`config.mk`:
```
export PLATFORM = sky130hd
export DESIGN_NAME = regfile_wb_arbiter_flat
export DESIGN_NICKNAME = d
export VERILOG_FILES = /design/src/rtl/regfile_wb_if.sv /design/src/rtl/regfile_wb_arbiter.sv /design/src/flat_wrapper.sv
export SDC_FILE = /design/constraint.sdc
export NUM_CORES = 1
export LEC_CHECK = 0
export ABC_AREA = 1
export CORE_ASPECT_RATIO = 1.5
export CORE_MARGIN = 8
export CORE_UTILIZATION = 56
export DETAILED_ROUTE_END_ITERATION = 10
export HOLD_SLACK_MARGIN = 0.08
export PLACE_DENSITY = 0.95
export SLEW_MARGIN = 20
export SYNTH_ARGS = -nofsm -noshare
export SYNTH_HDL_FRONTEND = slang
export SYNTH_SLANG_ARGS = --single-unit
```
`constraint.sdc`:
```
create_clock -name clk -period 7.1 [get_ports clk]
set_input_delay 1.42 -clock clk [delete_from_list [all_inputs] [get_ports clk]]
set_output_delay 1.42 -clock clk [all_outputs]
set_load 0.02 [all_outputs]
```
`src/rtl/regfile_wb_if.sv`:
```
// Bus bundle for regfile_wb_arbiter: producer handshakes, decode reservations,
// the register-file write port and the pending-write scoreboard.
interface regfile_wb_if #(
   parameter int WIDTH = 32
) ();
   localparam int AW = $clog2(WIDTH);

   logic             issue_valid;
   logic [AW-1:0]    issue_addr;
   logic             alu_valid;
   logic             alu_ready;
   logic [AW-1:0]    alu_addr;
   logic [WIDTH-1:0] alu_data;
   logic             lsu_valid;
   logic             lsu_ready;
   logic [AW-1:0]    lsu_addr;
   logic [WIDTH-1:0] lsu_data;
   logic             wr_en;
   logic [AW-1:0]    wr_addr;
   logic [WIDTH-1:0] wr_data;
   logic [WIDTH-1:0] pending;

   // master: producers and decode; slave: the arbiter.
   modport master (
      output issue_valid, issue_addr,
      output alu_valid, alu_addr, alu_data,
      output lsu_valid, lsu_addr, lsu_data,
      input  alu_ready, lsu_ready,
      input  wr_en, wr_addr, wr_data, pending
   );

   modport slave (
      input  issue_valid, issue_addr,
      input  alu_valid, alu_addr, alu_data,
      input  lsu_valid, lsu_addr, lsu_data,
      output alu_ready, lsu_ready,
      output wr_en, wr_addr, wr_data, pending
   );
endinterface

```
`src/rtl/regfile_wb_arbiter.sv`:
```
// Round-robin merge of ALU/LSU writeback onto one register-file write port with
// pending-write scoreboard. Define REGFILE_WB_BYPASS_EN for the empty-FIFO bypass path.

// Reservation rules watched alongside the arbiter.
module regfile_wb_arbiter_chk #(
   parameter int WIDTH = 32,
   parameter int AW    = 5
) (
   input logic             clk,
   input logic             rst,
   input logic             issue_valid,
   input logic [AW-1:0]    issue_addr,
   input logic             wr_en,
   input logic [AW-1:0]    wr_addr,
   input logic [WIDTH-1:0] pending
);
   // A register may be re-reserved only on the edge its earlier write retires.
   property p_no_double_reserve;
      @(posedge clk) disable iff (!rst)
         (issue_valid && (issue_addr != {AW{1'b0}}) && pending[issue_addr])
            |-> (wr_en && (wr_addr == issue_addr));
   endproperty
   a_no_double_reserve: assert property (p_no_double_reserve);

   a_x0_never_pending: assert property (@(posedge clk) pending[0] == 1'b0);
endmodule

module regfile_wb_arbiter #(
   parameter int WIDTH      = 32,
   parameter int FIFO_DEPTH = 2
) (
   input logic         clk,
   input logic         rst,
   regfile_wb_if.slave bus
);
   localparam int AW = $clog2(WIDTH);
   localparam int FW = $clog2(FIFO_DEPTH);

   typedef enum logic {RR_ALU = 1'b0, RR_LSU = 1'b1} rr_t;

   rr_t              rr_r;
   rr_t              rr_next_s;
   logic [AW-1:0]    q_addr_r [2][FIFO_DEPTH];
   logic [WIDTH-1:0] q_data_r [2][FIFO_DEPTH];
   logic [FW:0]      wptr_r [2];
   logic [FW:0]      rptr_r [2];
   logic [1:0]       in_valid_s;
   logic [AW-1:0]    in_addr_s [2];
   logic [WIDTH-1:0] in_data_s [2];
   logic [1:0]       empty_s;
   logic [1:0]       full_s;
   logic [1:0]       accept_s;
   logic [1:0]       push_s;
   logic [1:0]       pop_s;
   logic [1:0]       byp_s;
   logic             sel_valid_s;
   logic [AW-1:0]    sel_addr_s;
   logic [WIDTH-1:0] sel_data_s;
   logic [WIDTH-1:0] pending_next_s;
   logic             wr_en_r;
   logic [AW-1:0]    wr_addr_r;
   logic [WIDTH-1:0] wr_data_r;
   logic [WIDTH-1:0] pending_r;

   // Producer 0 is the ALU, producer 1 the LSU; occupancy from wrap-bit pointers.
   always_comb begin
      in_valid_s   = {bus.lsu_valid, bus.alu_valid};
      in_addr_s[0] = bus.alu_addr;
      in_addr_s[1] = bus.lsu_addr;
      in_data_s[0] = bus.alu_data;
      in_data_s[1] = bus.lsu_data;
      for (int i = 0; i < 2; i++) begin
         empty_s[i]  = (wptr_r[i] == rptr_r[i]);
         full_s[i]   = (wptr_r[i][FW] != rptr_r[i][FW]) &&
                       (wptr_r[i][FW-1:0] == rptr_r[i][FW-1:0]);
         accept_s[i] = in_valid_s[i] && !full_s[i];
      end
   end

   assign bus.alu_ready = !full_s[0];
   assign bus.lsu_ready = !full_s[1];

   // Arbitration: one head per cycle; the pointer flips only when both compete.
   always_comb begin
      rr_next_s   = rr_r;
      pop_s       = 2'b00;
      byp_s       = 2'b00;
      sel_valid_s = 1'b0;
      sel_addr_s  = {AW{1'b0}};
      sel_data_s  = {WIDTH{1'b0}};
      if (!empty_s[0] && !empty_s[1]) begin
         if (rr_r == RR_ALU) begin
            pop_s     = 2'b01;
            rr_next_s = RR_LSU;
         end else begin
            pop_s     = 2'b10;
            rr_next_s = RR_ALU;
         end
      end else if (!empty_s[0]) begin
         pop_s = 2'b01;
      end else if (!empty_s[1]) begin
         pop_s = 2'b10;
      end else begin
`ifdef REGFILE_WB_BYPASS_EN
         if (accept_s == 2'b11) begin
            if (rr_r == RR_ALU) begin
               byp_s     = 2'b01;
               rr_next_s = RR_LSU;
            end else begin
               byp_s     = 2'b10;
               rr_next_s = RR_ALU;
            end
         end else begin
            byp_s = accept_s;
         end
`else
         byp_s = 2'b00;
`endif
      end
      push_s = accept_s & ~byp_s;
      if (pop_s[0]) begin
         sel_valid_s = 1'b1;
         sel_addr_s  = q_addr_r[0][rptr_r[0][FW-1:0]];
         sel_data_s  = q_data_r[0][rptr_r[0][FW-1:0]];
      end else if (pop_s[1]) begin
         sel_valid_s = 1'b1;
         sel_addr_s  = q_addr_r[1][rptr_r[1][FW-1:0]];
         sel_data_s  = q_data_r[1][rptr_r[1][FW-1:0]];
      end else if (byp_s[0]) begin
         sel_valid_s = 1'b1;
         sel_addr_s  = in_addr_s[0];
         sel_data_s  = in_data_s[0];
      end else if (byp_s[1]) begin
         sel_valid_s = 1'b1;
         sel_addr_s  = in_addr_s[1];
         sel_data_s  = in_data_s[1];
      end else begin
         sel_valid_s = 1'b0;
      end
   end

   // Set wins over a same-edge clear; x0 can never be pending.
   always_comb begin
      pending_next_s = {WIDTH{1'b0}};
      for (int i = 0; i < WIDTH; i++) begin
         pending_next_s[i] = (bus.issue_valid && (bus.issue_addr == AW'(i))) ||
                             (pending_r[i] && !(wr_en_r && (wr_addr_r == AW'(i))));
      end
      pending_next_s[0] = 1'b0;
   end

   // FIFO storage is left unreset; only the pointers define validity.
   always_ff @(posedge clk) begin
      for (int i = 0; i < 2; i++) begin
         if (push_s[i]) begin
            q_addr_r[i][wptr_r[i][FW-1:0]] <= in_addr_s[i];
            q_data_r[i][wptr_r[i][FW-1:0]] <= in_data_s[i];
         end
      end
   end

   // FIFO pointers, arbiter pointer, output register and scoreboard state.
   always_ff @(posedge clk) begin
      if (!rst) begin
         for (int i = 0; i < 2; i++) begin
            wptr_r[i] <= {(FW+1){1'b0}};
            rptr_r[i] <= {(FW+1){1'b0}};
         end
         rr_r      <= RR_ALU;
         wr_en_r   <= 1'b0;
         wr_addr_r <= {AW{1'b0}};
         wr_data_r <= {WIDTH{1'b0}};
         pending_r <= {WIDTH{1'b0}};
      end else begin
         for (int i = 0; i < 2; i++) begin
            if (push_s[i]) wptr_r[i] <= wptr_r[i] + {{FW{1'b0}}, 1'b1};
            if (pop_s[i])  rptr_r[i] <= rptr_r[i] + {{FW{1'b0}}, 1'b1};
         end
         rr_r      <= rr_next_s;
         pending_r <= pending_next_s;
         if (sel_valid_s) begin
            wr_en_r   <= (sel_addr_s != {AW{1'b0}});
            wr_addr_r <= sel_addr_s;
            wr_data_r <= sel_data_s;
         end else begin
            wr_en_r   <= 1'b0;
         end
      end
   end

   assign bus.wr_en   = wr_en_r;
   assign bus.wr_addr = wr_addr_r;
   assign bus.wr_data = wr_data_r;
   assign bus.pending = pending_r;

   regfile_wb_arbiter_chk #(.WIDTH(WIDTH), .AW(AW)) u_chk (
      .clk         (clk),
      .rst         (rst),
      .issue_valid (bus.issue_valid),
      .issue_addr  (bus.issue_addr),
      .wr_en       (wr_en_r),
      .wr_addr     (wr_addr_r),
      .pending     (pending_r)
   );
endmodule

```
`src/flat_wrapper.sv`:
```
// flat-port wrapper written by rule: the top's interface ports become plain ports
module regfile_wb_arbiter_flat 
#(
   parameter int WIDTH      = 32,
   parameter int FIFO_DEPTH = 2
)
  (clk, rst, bus_issue_valid, bus_issue_addr, bus_alu_valid, bus_alu_addr, bus_alu_data, bus_lsu_valid, bus_lsu_addr, bus_lsu_data, bus_alu_ready, bus_lsu_ready, bus_wr_en, bus_wr_addr, bus_wr_data, bus_pending);
  regfile_wb_if #(.WIDTH(WIDTH)) bus_i ();
  input logic clk;
  input logic rst;
  input wire logic [$bits(bus_i.issue_valid)-1:0] bus_issue_valid;
  input wire logic [$bits(bus_i.issue_addr)-1:0] bus_issue_addr;
  input wire logic [$bits(bus_i.alu_valid)-1:0] bus_alu_valid;
  input wire logic [$bits(bus_i.alu_addr)-1:0] bus_alu_addr;
  input wire logic [$bits(bus_i.alu_data)-1:0] bus_alu_data;
  input wire logic [$bits(bus_i.lsu_valid)-1:0] bus_lsu_valid;
  input wire logic [$bits(bus_i.lsu_addr)-1:0] bus_lsu_addr;
  input wire logic [$bits(bus_i.lsu_data)-1:0] bus_lsu_data;
  output wire logic [$bits(bus_i.alu_ready)-1:0] bus_alu_ready;
  output wire logic [$bits(bus_i.lsu_ready)-1:0] bus_lsu_ready;
  output wire logic [$bits(bus_i.wr_en)-1:0] bus_wr_en;
  output wire logic [$bits(bus_i.wr_addr)-1:0] bus_wr_addr;
  output wire logic [$bits(bus_i.wr_data)-1:0] bus_wr_data;
  output wire logic [$bits(bus_i.pending)-1:0] bus_pending;
  assign bus_i.issue_valid = bus_issue_valid;
  assign bus_i.issue_addr = bus_issue_addr;
  assign bus_i.alu_valid = bus_alu_valid;
  assign bus_i.alu_addr = bus_alu_addr;
  assign bus_i.alu_data = bus_alu_data;
  assign bus_i.lsu_valid = bus_lsu_valid;
  assign bus_i.lsu_addr = bus_lsu_addr;
  assign bus_i.lsu_data = bus_lsu_data;
  assign bus_alu_ready = bus_i.alu_ready;
  assign bus_lsu_ready = bus_i.lsu_ready;
  assign bus_wr_en = bus_i.wr_en;
  assign bus_wr_addr = bus_i.wr_addr;
  assign bus_wr_data = bus_i.wr_data;
  assign bus_pending = bus_i.pending;
  regfile_wb_arbiter #(.WIDTH(WIDTH), .FIFO_DEPTH(FIFO_DEPTH)) u_core (.clk(clk), .rst(rst), .bus(bus_i));
endmodule
```
==> run summary <==
# port buffers -> 154
Routed WL -> 23600 um
GR Overflow Total -> 0
CP max-delay cell -> clkdlybuf4s50_1
Final Hold Vio Count -> 0
Setup CP Type -> flop to output pin
Net count, final -> 1036
Most frequent cells in the layout -> nand2_1 (291), edfxtp_1 (156), clkdlybuf4s50_1 (154)
Slew Limit Fails -> 0
Initial Util -> 56.5%
Sum of negative setup slack -> 0 ns
RSZ-0062 raised after global routing -> no
Via/cell ratio -> 5.81
Pwr dens -> 401 nW/um^2
Vias in the first global route -> 6936
Vias -> 6792
Fmax -> 241 MHz
CP max stage delay -> 0.68 ns
Final period util -> 58.5%
Synth cell types -> 25
Pre-CTS setup slack -> 3.56 ns
DRT Pass-1 Iters -> 6
Clk_lat worst skew -> 0.50 ns
Pin count of the biggest net entering global routing -> 48
Worst ir drop on vdd -> 0.301 mV
Die Width -> 118 um
H-tree levels -> 1
Clock buffer count from CTS -> 20
Yosys top cell by area -> edfxtp_1
CP Launch Type -> flop
Clock buffer depth -> 3
Synth Register Bits -> 226
CP most frequent cell -> nand2_1
CTS sink cnt -> 226
PnR worst setup slack -> 2.95 ns
Worst-path maximum fanout -> 41
Layout Skew -> 0.0179 ns
CTS resizes -> 0
Commonest non-fill, non-tap cell in the layout -> nand2_1
Synth Instances -> 808
ANT nets after route -> 0
Rows -> 56
P_leak -> 4.04 nW
Max Cap Violations -> 0
HPWL reported at the end of detailed placement -> 14900 um
Slew margin rel. -> 23.8%
Register area share after synthesis -> 69.6%
Syn nets -> 892
Tmin final -> 4.15 ns
# IOs -> 156
Layout cells sized above 1 -> 8.90%
GRT Total Usage -> 22.8%
CP Capture Type -> output pin
DR WL/cell -> 20.2 um
Hold Path Class -> flop to flop
Die ar. -> 20000 sq um
# Post-CTS Setup Buffers -> 0
Starting DRT DRC Count -> 884
# diodes -> 0
Hold Buf Count CTS -> 0
DRC Markers -> 0
First-pass GRT wire length -> 36100 um
Die height -> 169 um
Initial antenna violation count -> 0
Top cells by area, synth -> edfxtp_1 (54%), dfxtp_1 (16%), nand2_1 (12%)
CTS tree -> done
Yosys warnings -> 0
Setup Viol. Count Final -> 0
Cells along the critical path -> buf_4 -> inv_2 -> nand2_1 -> nand2_1 -> inv_1 -> nand2_1 -> clkdlybuf4s50_1
Gp weighted congestion -> 0.942
Syn Area/Cell -> 10.8 sq um
Crit path arrival time -> 2.73 ns
Worst EP required -> 5.68 ns
Core area -> 15500 sq um
Clock root buffer -> clkbuf_16
Post-synth top area share -> 53.6%
Area Overhead vs Synth -> 27.7%
Worst-margin pin slew -> 1.14 ns
Synth Cell Area -> 8740 sq um
Outcome -> finished, final reports clean
Worst-path clk slew -> 0.07 ns
-- worst paths after layout --
kind                                                          end  depth (start not counted)  slack, ns                              start
worst min-delay path            u_core.bus.pending[20]$_SDFF_PN0_                          2       0.47  u_core.bus.pending[20]$_SDFF_PN0_
worst min register to register  u_core.bus.pending[20]$_SDFF_PN0_                          2       0.47  u_core.bus.pending[20]$_SDFF_PN0_
worst max-delay path                                bus_alu_ready                          7       2.95  u_core.rptr_r[0][0]$_SDFFCE_PN0P_
worst max register to register  u_core.rptr_r[0][0]$_SDFFCE_PN0P_                         11       3.64  u_core.rptr_r[0][0]$_SDFFCE_PN0P_
-- flip-flops by register name (all words and copies together) (netlist names) --
register / count
u_core.bus.wr_en: 1
u_core.wptr_r: 4
u_core.rptr_r: 4
u_core.rr_r: 1
u_core.bus.wr_data: 32
u_core.bus.pending: 31
u_core.bus.wr_addr: 5
u_core.q_data_r: 128
u_core.q_addr_r: 20
-- Yosys cell counts --
cell / number
a21boi_4: 1
nor2_4: 1
o211ai_1: 31
inv_2: 4
inv_1: 24
nand2_4: 1
nand3_1: 7
conb_1: 1
edfxtp_1: 156
buf_4: 3
a21oi_1: 39
buf_2: 6
buf_6: 2
dfxtp_1: 70
a31oi_1: 32
or2_2: 35
buf_1: 2
clkbuf_1: 26
a21oi_2: 2
o21ai_0: 32
nor2_2: 1
a21oi_4: 1
nor2_1: 39
nand2_2: 1
nand2_1: 291
-- report_power, final --
group | switching [W] | internal (W) | total [W]
combinational | 0.00104 | 0.000518 | 0.00155
clock | 0.000470 | 0.000613 | 0.00108
sequential | 0.000134 | 0.00171 | 0.00184
-- area by class of cell --
class                           instances  area [sq um]
Clock inverter                          8          67.6
Clock buffer                           28           583
Sequential cell                       226          6090
Tap cell                              203           254
Multi-Input combinational cell        515          2410
Fill cell                             933          4320
Inverter                               28           105
Timing Repair Buffer                  161          1660
-- stage by stage --
stage | instance area, sq um | total power [W] | hold WS (ns) | cells | util (%)
after CTS | 11100 | 0.00442 | 0.479 | 1165 | 71.5
after global routing | 11200 | 0.00467 | 0.491 | 1169 | 72.1
final | 11200 | 0.00448 | 0.469 | 1169 | 72.1
after detailed placement | 10400 | 0.00332 | 0.469 | 1129 | 67.3
after floorplan | 8740 | 0.00280 | 0.546 | 808 | -
after global placement | 10400 | 0.00324 | 0.458 | 1129 | 67.3
-- logic make-up after synthesis --
logic type | share of synthesized area [%]
flops | 69.6
buf+inv | 3.26
other cells | 0.0429
compound gates | 9.62
simple gates | 17.5
-- critical path, delay by kind of cell (launching register included) --
kind | cells | cell delay [ns]
flops | 1 | 0.40
buf+inv | 4 | 1.52
simple gates | 3 | 0.32
-- per-layer routing --
| layer | vias to the layer above | GRT usage, % | wire (um) | part of all wire (%) |
|---|---|---|---|---|
| met3 | 84 | 4.97 | 2130 | 9.0 |
| met2 | 460 | 41.4 | 12400 | 53 |
| li1 | 3042 | - | - | - |
| met1 | 3206 | 23.8 | 7830 | 33 |
| met4 | 0 | 13.2 | 1230 | 5.2 |
| met5 | - | 0 | 0 | 0 |
Note: power is estimated with default switching activity, not from simulation.
